==> config.mk <==
export PLATFORM = sky130hd
export DESIGN_NAME = coord_packet_tx_scheduler_flat
export DESIGN_NICKNAME = d
export VERILOG_FILES = /design/src/rtl/coord_packet_tx_scheduler_if.sv /design/src/rtl/coord_packet_tx_scheduler.sv /design/src/flat_wrapper.sv
export SDC_FILE = /design/constraint.sdc
export NUM_CORES = 1
export LEC_CHECK = 0
export ABC_AREA = 1
export BUFFER_PORTS_ARGS = -buffer_cell sky130_fd_sc_hd__buf_2
export CORE_AREA = 2 2 131 133
export CTS_CLUSTER_SIZE = 30
export DETAILED_ROUTE_END_ITERATION = 8
export DIE_AREA = 0 0 133 135
export GPL_TIMING_DRIVEN = 0
export PLACE_DENSITY = 0.84
export RECOVER_POWER = 50
export SKIP_CTS_REPAIR_TIMING = 1
export SYNTH_ARGS = -nofsm -noshare
export SYNTH_HDL_FRONTEND = slang
export SYNTH_SLANG_ARGS = --single-unit
==> constraint.sdc <==
create_clock -name clk_in -period 4.55 [get_ports clk_in]
set_input_delay 0.91 -clock clk_in [delete_from_list [all_inputs] [get_ports clk_in]]
set_output_delay 0.91 -clock clk_in [all_outputs]
set_load 0.01 [all_outputs]
==> src/rtl/coord_packet_tx_scheduler_if.sv <==
// Coordinate snapshot inputs, UART start/busy handshake and status outputs of the packet scheduler.
// The slave side is the scheduler; the master side is the tracker/transmitter environment.
interface coord_packet_tx_scheduler_if;
  logic        update_in;
  logic [11:0] x_top_in;
  logic [11:0] y_top_in;
  logic [11:0] x_bot_in;
  logic [11:0] y_bot_in;
  logic        tx_busy_in;
  logic        tx_start_out;
  logic [7:0]  tx_data_out;
  logic        active_out;
  logic        packet_done_out;
  logic [15:0] packets_sent_out;
  logic [15:0] updates_dropped_out;

  modport master (
    output update_in, x_top_in, y_top_in, x_bot_in, y_bot_in, tx_busy_in,
    input  tx_start_out, tx_data_out, active_out, packet_done_out,
           packets_sent_out, updates_dropped_out
  );

  modport slave (
    input  update_in, x_top_in, y_top_in, x_bot_in, y_bot_in, tx_busy_in,
    output tx_start_out, tx_data_out, active_out, packet_done_out,
           packets_sent_out, updates_dropped_out
  );
endinterface

==> src/rtl/coord_packet_tx_scheduler.sv <==
// Frames clamped hand-coordinate snapshots into 9-byte FF-FF-FF-led UART packets with periodic resend.
// First tx_start two cycles after update_in from idle; each byte waits on tx_busy, then a fixed gap.
module coord_packet_tx_scheduler #(
  parameter int unsigned CLK_HZ         = 65_000_000,
  parameter int unsigned REFRESH_CYCLES = 2_166_666,
  parameter int unsigned GAP_CYCLES     = 16,
  parameter int unsigned ARM_CYCLES     = 2
) (
  input logic                        clk_in,
  input logic                        rst_in,
  coord_packet_tx_scheduler_if.slave bus
);

  if (CLK_HZ == 0) begin : g_clk_hz_check
    $error("CLK_HZ must be non-zero");
  end

  typedef enum logic [2:0] {IDLE, LOAD, START, ARM, WAIT, GAP} state_t;

  state_t      state_q, state_d;
  logic [47:0] snap_q, pend_q;
  logic        pend_vld_q, have_snap_q;
  logic [3:0]  idx_q;
  logic [31:0] cnt_q, rfr_q;
  logic [7:0]  tx_data_q;
  logic        active_q, done_q, start_c, refresh_due;
  logic [15:0] sent_q, dropped_q;

  function automatic logic [11:0] clamp(input logic [11:0] v, input logic [11:0] lim);
    return (v > lim) ? lim : v;
  endfunction

  // Snapshot packs {xt, yt, xb, yb}, so payload bytes are consecutive 8-bit slices.
  function automatic logic [7:0] pkt_byte(input logic [47:0] s, input logic [3:0] i);
    case (i)
      4'd3:    return s[47:40];
      4'd4:    return s[39:32];
      4'd5:    return s[31:24];
      4'd6:    return s[23:16];
      4'd7:    return s[15:8];
      4'd8:    return s[7:0];
      default: return 8'hFF;
    endcase
  endfunction

  assign refresh_due = (REFRESH_CYCLES != 0) && have_snap_q && (rfr_q == 32'd1);

  always_comb begin
    state_d = state_q;
    start_c = 1'b0;
    case (state_q)
      IDLE:    if (pend_vld_q || bus.update_in || refresh_due) state_d = LOAD;
      LOAD:    state_d = START;
      START: begin
        start_c = 1'b1;
        state_d = ARM;
      end
      ARM:     if (cnt_q + 32'd1 >= ARM_CYCLES) state_d = WAIT;
      WAIT:    if (!bus.tx_busy_in) state_d = (idx_q == 4'd8) ? IDLE : GAP;
      GAP:     if (cnt_q + 32'd1 >= GAP_CYCLES) state_d = START;
      default: state_d = IDLE;
    endcase
  end

  always_ff @(posedge clk_in) begin
    if (!rst_in) begin
      state_q     <= IDLE;
      snap_q      <= '0;
      pend_q      <= '0;
      pend_vld_q  <= 1'b0;
      have_snap_q <= 1'b0;
      idx_q       <= '0;
      cnt_q       <= '0;
      rfr_q       <= REFRESH_CYCLES;
      tx_data_q   <= '0;
      active_q    <= 1'b0;
      done_q      <= 1'b0;
      sent_q      <= '0;
      dropped_q   <= '0;
    end else begin
      state_q <= state_d;
      done_q  <= 1'b0;

      // An update consumed by LOAD in the same cycle is not a drop; any other overwrite is.
      if (bus.update_in) begin
        pend_q      <= {clamp(bus.x_top_in, 12'd1023), clamp(bus.y_top_in, 12'd767),
                        clamp(bus.x_bot_in, 12'd1023), clamp(bus.y_bot_in, 12'd767)};
        pend_vld_q  <= 1'b1;
        have_snap_q <= 1'b1;
        if (pend_vld_q && state_q != LOAD && dropped_q != 16'hFFFF)
          dropped_q <= dropped_q + 16'd1;
      end else if (state_q == LOAD) begin
        pend_vld_q <= 1'b0;
      end

      case (state_q)
        IDLE: begin
          if (state_d == LOAD)     rfr_q <= REFRESH_CYCLES;
          else if (rfr_q > 32'd1)  rfr_q <= rfr_q - 32'd1;
        end
        LOAD: begin
          if (pend_vld_q) snap_q <= pend_q;
          idx_q     <= '0;
          active_q  <= 1'b1;
          tx_data_q <= 8'hFF;
        end
        START: cnt_q <= '0;
        ARM:   cnt_q <= cnt_q + 32'd1;
        WAIT: begin
          cnt_q <= '0;
          if (!bus.tx_busy_in && idx_q == 4'd8) begin
            done_q   <= 1'b1;
            sent_q   <= sent_q + 16'd1;
            active_q <= 1'b0;
            rfr_q    <= REFRESH_CYCLES;
          end
        end
        GAP: begin
          cnt_q <= cnt_q + 32'd1;
          if (state_d == START) begin
            idx_q     <= idx_q + 4'd1;
            tx_data_q <= pkt_byte(snap_q, idx_q + 4'd1);
          end
        end
        default: ;
      endcase
    end
  end

  assign bus.tx_start_out        = start_c;
  assign bus.tx_data_out         = tx_data_q;
  assign bus.active_out          = active_q;
  assign bus.packet_done_out     = done_q;
  assign bus.packets_sent_out    = sent_q;
  assign bus.updates_dropped_out = dropped_q;

endmodule

==> src/flat_wrapper.sv <==
// flat-port wrapper written by rule: the top's interface ports become plain ports
module coord_packet_tx_scheduler_flat 
#(
  parameter int unsigned CLK_HZ         = 65_000_000,
  parameter int unsigned REFRESH_CYCLES = 2_166_666,
  parameter int unsigned GAP_CYCLES     = 16,
  parameter int unsigned ARM_CYCLES     = 2
)
  (clk_in, rst_in, bus_update_in, bus_x_top_in, bus_y_top_in, bus_x_bot_in, bus_y_bot_in, bus_tx_busy_in, bus_tx_start_out, bus_tx_data_out, bus_active_out, bus_packet_done_out, bus_packets_sent_out, bus_updates_dropped_out);
  coord_packet_tx_scheduler_if bus_i ();
  input logic clk_in;
  input logic rst_in;
  input wire logic [$bits(bus_i.update_in)-1:0] bus_update_in;
  input wire logic [$bits(bus_i.x_top_in)-1:0] bus_x_top_in;
  input wire logic [$bits(bus_i.y_top_in)-1:0] bus_y_top_in;
  input wire logic [$bits(bus_i.x_bot_in)-1:0] bus_x_bot_in;
  input wire logic [$bits(bus_i.y_bot_in)-1:0] bus_y_bot_in;
  input wire logic [$bits(bus_i.tx_busy_in)-1:0] bus_tx_busy_in;
  output wire logic [$bits(bus_i.tx_start_out)-1:0] bus_tx_start_out;
  output wire logic [$bits(bus_i.tx_data_out)-1:0] bus_tx_data_out;
  output wire logic [$bits(bus_i.active_out)-1:0] bus_active_out;
  output wire logic [$bits(bus_i.packet_done_out)-1:0] bus_packet_done_out;
  output wire logic [$bits(bus_i.packets_sent_out)-1:0] bus_packets_sent_out;
  output wire logic [$bits(bus_i.updates_dropped_out)-1:0] bus_updates_dropped_out;
  assign bus_i.update_in = bus_update_in;
  assign bus_i.x_top_in = bus_x_top_in;
  assign bus_i.y_top_in = bus_y_top_in;
  assign bus_i.x_bot_in = bus_x_bot_in;
  assign bus_i.y_bot_in = bus_y_bot_in;
  assign bus_i.tx_busy_in = bus_tx_busy_in;
  assign bus_tx_start_out = bus_i.tx_start_out;
  assign bus_tx_data_out = bus_i.tx_data_out;
  assign bus_active_out = bus_i.active_out;
  assign bus_packet_done_out = bus_i.packet_done_out;
  assign bus_packets_sent_out = bus_i.packets_sent_out;
  assign bus_updates_dropped_out = bus_i.updates_dropped_out;
  coord_packet_tx_scheduler #(.CLK_HZ(CLK_HZ), .REFRESH_CYCLES(REFRESH_CYCLES), .GAP_CYCLES(GAP_CYCLES), .ARM_CYCLES(ARM_CYCLES)) u_core (.clk_in(clk_in), .rst_in(rst_in), .bus(bus_i));
endmodule
==> run summary, run 1 <==
Status -> finished clean
Max transition margin -> 39.08%
#FFs+latches synth -> 211
Maximum operating frequency -> 0.3290 GHz
Post-layout nets -> 1743
Die Wd -> 133 µm
Fin crit share -> 66.81%
Vias in the first global route -> 9890
Worst EP required -> 4960 ps
First-pass GRT wire length -> 45910 µm
Total Neg Setup Slack -> 0 ps
CTS root buffer -> clkbuf_16
Total gr overflow -> 0
MaxCap Viol Count -> 0
Syn Std Cell Area -> 10480 µm²
Area Growth Syn to Fin -> 14.49%
Num rows -> 47
Actual slew at the worst max-slew pin -> 910.4 ps
Antenna fix cells -> 0
Post-route DRC -> 0
Placed Area -> 11220 µm²
Core area -> 16410 µm²
CTS tree -> done
Worst reg2reg path depth -> 9
Routed WL -> 27810 µm
Mean post-synth cell area -> 6.716 µm²
Synth top area cells -> dfxtp_1 (40%), nand2_1 (12%), nor2_1 (9.9%)
Drt wl/cell -> 14.53 µm
Clk_lat worst skew -> 520 ps
Critical Path, Cell by Cell -> inv_1 -> ha_1 -> nand3_1 -> nor2_1 -> clkinv_1 -> nor4_1 -> nand3_1 -> o21ai_0 -> a21oi_1
Worst path slowest cell -> nor2_1
Max Transition Viols Final -> 0
Setup CP Type -> reg -> reg
Hold Path Cell Cnt -> 2
Main synth FF type -> dfxtp_1
Worst Hold Class -> reg -> reg
DRT antenna net count -> 0
Total Routing Usage GR -> 30.64%
Layout cells sized above 1 -> 7.910%
Initial core utilization -> 63.85%
Design area -> 11990 µm²
Hpwl dp -> 19910 µm
Unique masters post-synth -> 39
Final hold violations -> 0
Ports -> 95
Vias -> 10560
Sequential area share after synthesis -> 40.32%
Largest net degree at the start of global routing -> 15
Worst setup EP type -> flip-flop
Die height -> 135 µm
Worst vdd ir -> 0.3799 mV
Post-Syn Nets -> 1624
P per Cell Area -> 429.8 nW/µm²
Drt first-iter violations -> 956
Min cycle time layout -> 3040 ps
RSZ-0062 raised after global routing -> no
H-tree depth -> 1
Slowest cell delay on critical path -> 600 ps
Initial antenna violation count -> 0
Post-Synthesis Cells -> 1560
Leak pwr -> 0.004788 µW
Clock Skew -> 18.92 ps
Final Power -> 5154 µW
Share of the synthesized area in the top cell type -> 40.32%
Crit path max fanout -> 10
Final Setup Violations -> 0
Worst-path clk slew -> 60 ps
Asr flop ratio synth -> 0%
Yosys warns -> 0
Number of buffers added on ports -> 94
Routed vias/inst -> 5.517
Arrival @ worst endpoint -> 3450 ps
Startpoint Class -> flip-flop
Clock Tree Buf Depth -> 3
CTS Buf Count -> 23
DRT Pass-1 Iters -> 5
CTS sink count -> 211
Largest area contributor in the netlist -> dfxtp_1
Crit-path most repeated cell -> nand3_1
Final Wtd Congestion -> 1.027
Die area -> 17960 µm²
Post-synth EDFFs -> 0
Fill count -> 1374
==> report_power, final <==
| part | internal (µW) | switching (µW) |
|---|---|---|
| combinational | 306 | 628 |
| sequential | 2030 | 140 |
| clock | 1270 | 772 |
==> synthesized netlist by cell type (7+ instances only) <==
cell type,count
nand2_2,11
dfxtp_1,211
inv_1,130
nor2_1,277
clkbuf_1,55
nor2_4,7
xor2_1,30
nand3b_1,9
a21oi_1,132
a211oi_1,9
nand3_1,88
nor2_2,9
o21ai_0,132
o211ai_1,10
nand2_1,333
ha_1,12
nand4_1,20
xnor2_1,8
nor3_1,32
==> area by class of cell <==
cell class	instances	area, µm²	share of cell area [%]
clock buffers	29	638.1	5.320
well taps	220	275.3	2.295
plain buffers	64	261.5	2.180
flip-flops and latches	211	4224	35.22
multi-input cells	1148	5473	45.63
repair buffers	94	416.7	3.474
clock inverters	11	191.4	1.596
inverters	137	514.2	4.288
==> cell usage in the layout, fill, tap and decap left out, types with 11 or more instances in the layout <==
cell,n
nor3_1,32
dfxtp_1,211
buf_2,56
clkbuf_16,23
nand4_1,20
o21ai_0,132
nor2_1,277
inv_1,130
ha_1,12
nand2_2,11
xor2_1,30
nand2_1,333
a21oi_1,132
clkbuf_1,102
nand3_1,88
==> cell families (layout without fill, tap and decap cells) <==
| family | after synthesis | in the layout | share of synthesized area, % |
|---|---|---|---|
| buffers and inverters | 201 | 335 | 7.441 |
| adder cells (fa/ha/maj) | 12 | 12 | 1.433 |
| XOR/XNOR | 38 | 38 | 3.177 |
| AO/OA/AOI/OAI | 293 | 293 | 14.68 |
| flip-flops | 211 | 211 | 40.32 |
| AND/OR/NAND/NOR | 805 | 805 | 32.95 |
==> worst paths after layout <==
path,startpoint,slack [ps],end
max,u_core.idx_q[0]$_SDFFE_PN0P_,1510,u_core.bus.packets_sent_out[12]$_SDFFE_PN0P_
min,u_core.pend_q[23]$_SDFFE_PN0P_,430,u_core.pend_q[23]$_SDFFE_PN0P_
max reg2reg,u_core.idx_q[0]$_SDFFE_PN0P_,1510,u_core.bus.packets_sent_out[12]$_SDFFE_PN0P_
min reg2reg,u_core.pend_q[23]$_SDFFE_PN0P_,430,u_core.pend_q[23]$_SDFFE_PN0P_
==> critical path: cells and delay by family (launching register included) <==
family	cells	cell delay [ps]
simple gates	4	1500
buf+inv	2	620
flops	1	370
compound gates	2	270
fa+ha+maj	1	170
==> per-layer routing <==
metal / up-vias / part of all wire, % / global-route usage (%)
li1: 5301 / - / -
met1: 4845 / 44 / 39.97
met2: 351 / 47 / 52.25
met3: 62 / 5.5 / 4.054
met4: 0 / 2.7 / 11.23
met5: - / 0 / 0
==> state kept, by name, indices dropped and copies added (netlist names) <==
| register | count |
|---|---|
| u_core.state_q | 3 |
| u_core.bus.updates_dropped_out | 16 |
| u_core.bus.packet_done_out | 1 |
| u_core.bus.packets_sent_out | 16 |
| u_core.bus.tx_data_out | 8 |
| u_core.have_snap_q | 1 |
| u_core.rfr_q | 32 |
| u_core.pend_vld_q | 1 |
| u_core.pend_q | 48 |
| u_core.idx_q | 4 |
| u_core.bus.active_out | 1 |
| u_core.cnt_q | 32 |
| u_core.snap_q | 48 |
==> stage by stage <==
| stage | instances | util, % | hold slack, ps | worst slack (ps) |
|---|---|---|---|---|
| floorplan | 1560 | - | 406.5 | 2037 |
| global route | 1914 | 73.10 | 462.6 | 1301 |
| CTS | 1914 | 73.45 | 427.6 | 1574 |
| global placement | 1874 | 68.40 | 413.7 | 1243 |
| finish | 1914 | 73.10 | 427.6 | 1510 |
| detailed placement | 1874 | 68.40 | 418.4 | 1186 |
No activity file was read; power rests on OpenSTA's default activity.
==> run 2: changes to the inputs <==
--- a/config.mk
+++ b/config.mk
@@ -7,12 +7,12 @@
 export LEC_CHECK = 0
 export ABC_AREA = 1
 export BUFFER_PORTS_ARGS = -buffer_cell sky130_fd_sc_hd__buf_2
-export CORE_AREA = 2 2 131 133
+export CORE_AREA = 2 2 136 138
 export CTS_CLUSTER_SIZE = 30
 export DETAILED_ROUTE_END_ITERATION = 8
-export DIE_AREA = 0 0 133 135
+export DIE_AREA = 0 0 138 140
 export GPL_TIMING_DRIVEN = 0
-export PLACE_DENSITY = 0.84
+export PLACE_DENSITY = 0.79
 export RECOVER_POWER = 50
 export SKIP_CTS_REPAIR_TIMING = 1
 export SYNTH_ARGS = -nofsm -noshare
==> constraint.sdc (replaced) <==
create_clock -name clk_in -period 2.92 [get_ports clk_in]
set_input_delay 0.584 -clock clk_in [delete_from_list [all_inputs] [get_ports clk_in]]
set_output_delay 0.584 -clock clk_in [all_outputs]
set_load 0.01 [all_outputs]
==> run summary, run 2 (synthesized netlist as in run 1, its figures left out) <==
Die area -> 19320 µm² (+7.6%)
Worst setup EP type -> flip-flop
Drt first-iter violations -> 745 (-22%)
CTS Buf Count -> 23 (unchanged)
RR Endpoint -> u_core.bus.tx_data_out[6]$_SDFFE_PN0P_
Design area -> 11870 µm² (-1.0%)
Setup CP Type -> reg -> reg
Ports -> 95 (unchanged)
Clk_lat worst skew -> 530 ps (about the same)
Die Wd -> 138 µm (+3.8%)
Routed vias/inst -> 5.434 (-1.5%)
Placed cells -> 1883 (+0.48%)
Antenna fix cells -> 0 (unchanged)
Startpoint Class -> flip-flop
Final Power -> 7534 µW (+46%)
Core area -> 17780 µm² (+8.4%)
Clock Skew -> 18.38 ps (-0.5407 ps)
Die height -> 140 µm (+3.7%)
Clock Tree Buf Depth -> 3 (unchanged)
Worst reg2reg path depth -> 18 (+9)
First-pass GRT wire length -> 46350 µm (+0.96%)
DRT Pass-1 Iters -> 6 (+1)
Drt wl/cell -> 14.47 µm (-0.44%)
Min cycle time layout -> 2631 ps (-408.5 ps)
Initial antenna violation count -> 0 (unchanged)
Hold Path Cell Cnt -> 3 (+1)
Commonest non-fill, non-tap cells in the layout -> nand2_1 (333), nor2_1 (275), dfxtp_1 (211)
Post-route DRC -> 0 (unchanged)
Arrival @ worst endpoint -> 3100 ps (-350 ps)
CTS tree -> done
Total Routing Usage GR -> 28.13% (-2.5 points)
Worst EP required -> 3380 ps (-1580 ps)
Final Non-Filler Cells -> 1920 (+0.31%)
MaxCap Viol Count -> 0 (unchanged)
RSZ-0062 raised after global routing -> no
P per Cell Area -> 634.6 nW/µm² (+48%)
Actual slew at the worst max-slew pin -> 953.2 ps (+42.79 ps)
Commonest non-fill, non-tap cell in the layout -> nand2_1
Final Wtd Congestion -> 0.9491 (-7.5%)
Final hold violations -> 0 (unchanged)
Hold Crit Start -> bus_y_top_in[10]
Total gr overflow -> 0 (unchanged)
Maximum operating frequency -> 0.3801 GHz (+16%)
Hpwl dp -> 20210 µm (+1.5%)
Final WS setup -> 288.8 ps (-1221 ps)
Pre-CTS setup slack -> -73.88 ps (-1260 ps)
Num rows -> 49 (+4.3%)
Worst-path clk slew -> 60 ps (about the same)
Crit path max fanout -> 10 (unchanged)
Number of buffers added on ports -> 94 (unchanged)
Vias -> 10430 (-1.2%)
Placed Area -> 11230 µm² (+0.10%)
Fin crit share -> 90.11% (+23 points)
Post-layout nets -> 1743 (unchanged)
Worst Hold Class -> in -> reg
DRT antenna net count -> 0 (unchanged)
Reg-to-Reg Start -> u_core.cnt_q[1]$_SDFFE_PN0P_
Layout cells sized above 1 -> 8.043% (+0.13 points)
Regs by FF count -> u_core.pend_q x48, u_core.snap_q x48
Initial core utilization -> 58.92% (-4.9 points)
Leak pwr -> 0.004738 µW (-1.1%)
Final Setup Violations -> 0 (unchanged)
Vias in the first global route -> 9821 (-0.70%)
CTS root buffer -> clkbuf_16
Worst hold endpoint -> u_core.pend_q[33]$_SDFFE_PN0P_
Routed WL -> 27770 µm (-0.13%)
Status -> finished clean
CTS sink count -> 211 (unchanged)
Largest net degree at the start of global routing -> 14 (-1)
Max transition margin -> 36.22% (-2.9 points)
Worst vdd ir -> 0.4503 mV (+19%)
Area Growth Syn to Fin -> 13.32%
H-tree depth -> 1 (unchanged)
FF-to-FF setup slack -> 290 ps (-1220 ps)
Max Transition Viols Final -> 0 (unchanged)
==> run 2: cell types whose count changed in the layout (fill, tap and decap cells not counted), moves of 2 or more <==
| cell | before | now |
|---|---|---|
| bufinv_16 | 5 | 0 |
| clkbuf_1 | 102 | 100 |
| clkinv_2 | 2 | 8 |
| nor2_1 | 277 | 275 |
| clkinvlp_4 | 3 | 1 |
| nor2_2 | 9 | 11 |
| clkbuf_8 | 4 | 2 |
==> run 2: critical path: stages (launching register included) <==
cell and delay [ps]:
dfxtp_1 430, ha_1 260, nand2_2 80, nor2_4 130
nand2_4 90, nor2_1 250, nand2_1 100, nand2_1 60
nand2_1 70, nor2_1 100, nand2_1 90, nor2_2 190
nand3_4 110, nand2_4 120, nand2_4 90, buf_6 160
nand2_2 50, nand2_1 70, nor2_1 100
==> run 2: where the power goes <==
part | internal, µW | switching, µW | total, µW
registers | 3170 | 212 | 3380
logic | 478 | 970 | 1450
clock network | 1490 | 1210 | 2700
total | 5140 | 2390 | 7530
==> run 2: metrics by stage <==
step	hold WS [ps]	utilization, %	setup TNS [ps]
3_3_place_gp	412.7	63.18	-146.5
3_5_place_dp	416.4	63.18	-143.4
5_1_grt	318.3	66.77	0
2_1_floorplan	406.5	-	0
4_1_cts	297.2	67.02	0
6_report	296.9	66.77	0
==> run 2: final cells by class <==
cell class | count | area (µm²)
Tap cell | 229 | 286.5
Fill cell | 1653 | 5908
Timing Repair Buffer | 94 | 417.9
Clock inverter | 11 | 76.32
Buffer | 64 | 261.5
Sequential cell | 211 | 4224
Multi-Input combinational cell | 1148 | 5484
Inverter | 137 | 514.2
Clock buffer | 26 | 606.8
==> run 2: how the worst max path moves through the flow <==
stage                                                   endpoint  slack (ps)                         start
floorplan                           u_core.state_q[1]$_SDFF_PN0_         710  u_core.cnt_q[1]$_SDFFE_PN0P_
global placement    u_core.bus.packets_sent_out[14]$_SDFFE_PN0P_         -80                bus_tx_busy_in
detailed placement  u_core.bus.packets_sent_out[12]$_SDFFE_PN0P_         -70                bus_tx_busy_in
CTS                 u_core.bus.packets_sent_out[12]$_SDFFE_PN0P_          30  u_core.idx_q[0]$_SDFFE_PN0P_
global route                        u_core.state_q[1]$_SDFF_PN0_          20  u_core.cnt_q[1]$_SDFFE_PN0P_
finish                    u_core.bus.tx_data_out[6]$_SDFFE_PN0P_         290  u_core.cnt_q[1]$_SDFFE_PN0P_
==> run 2: layer usage <==
layer	share of wire [%]	GRT usage [%]	wire length (µm)	up-vias
met5	0	0	0	-
met4	3.2	10.10	875	0
met2	47	47.92	12980	310
li1	-	-	-	5298
met1	45	36.87	12490	4766
met3	5.1	3.658	1429	60
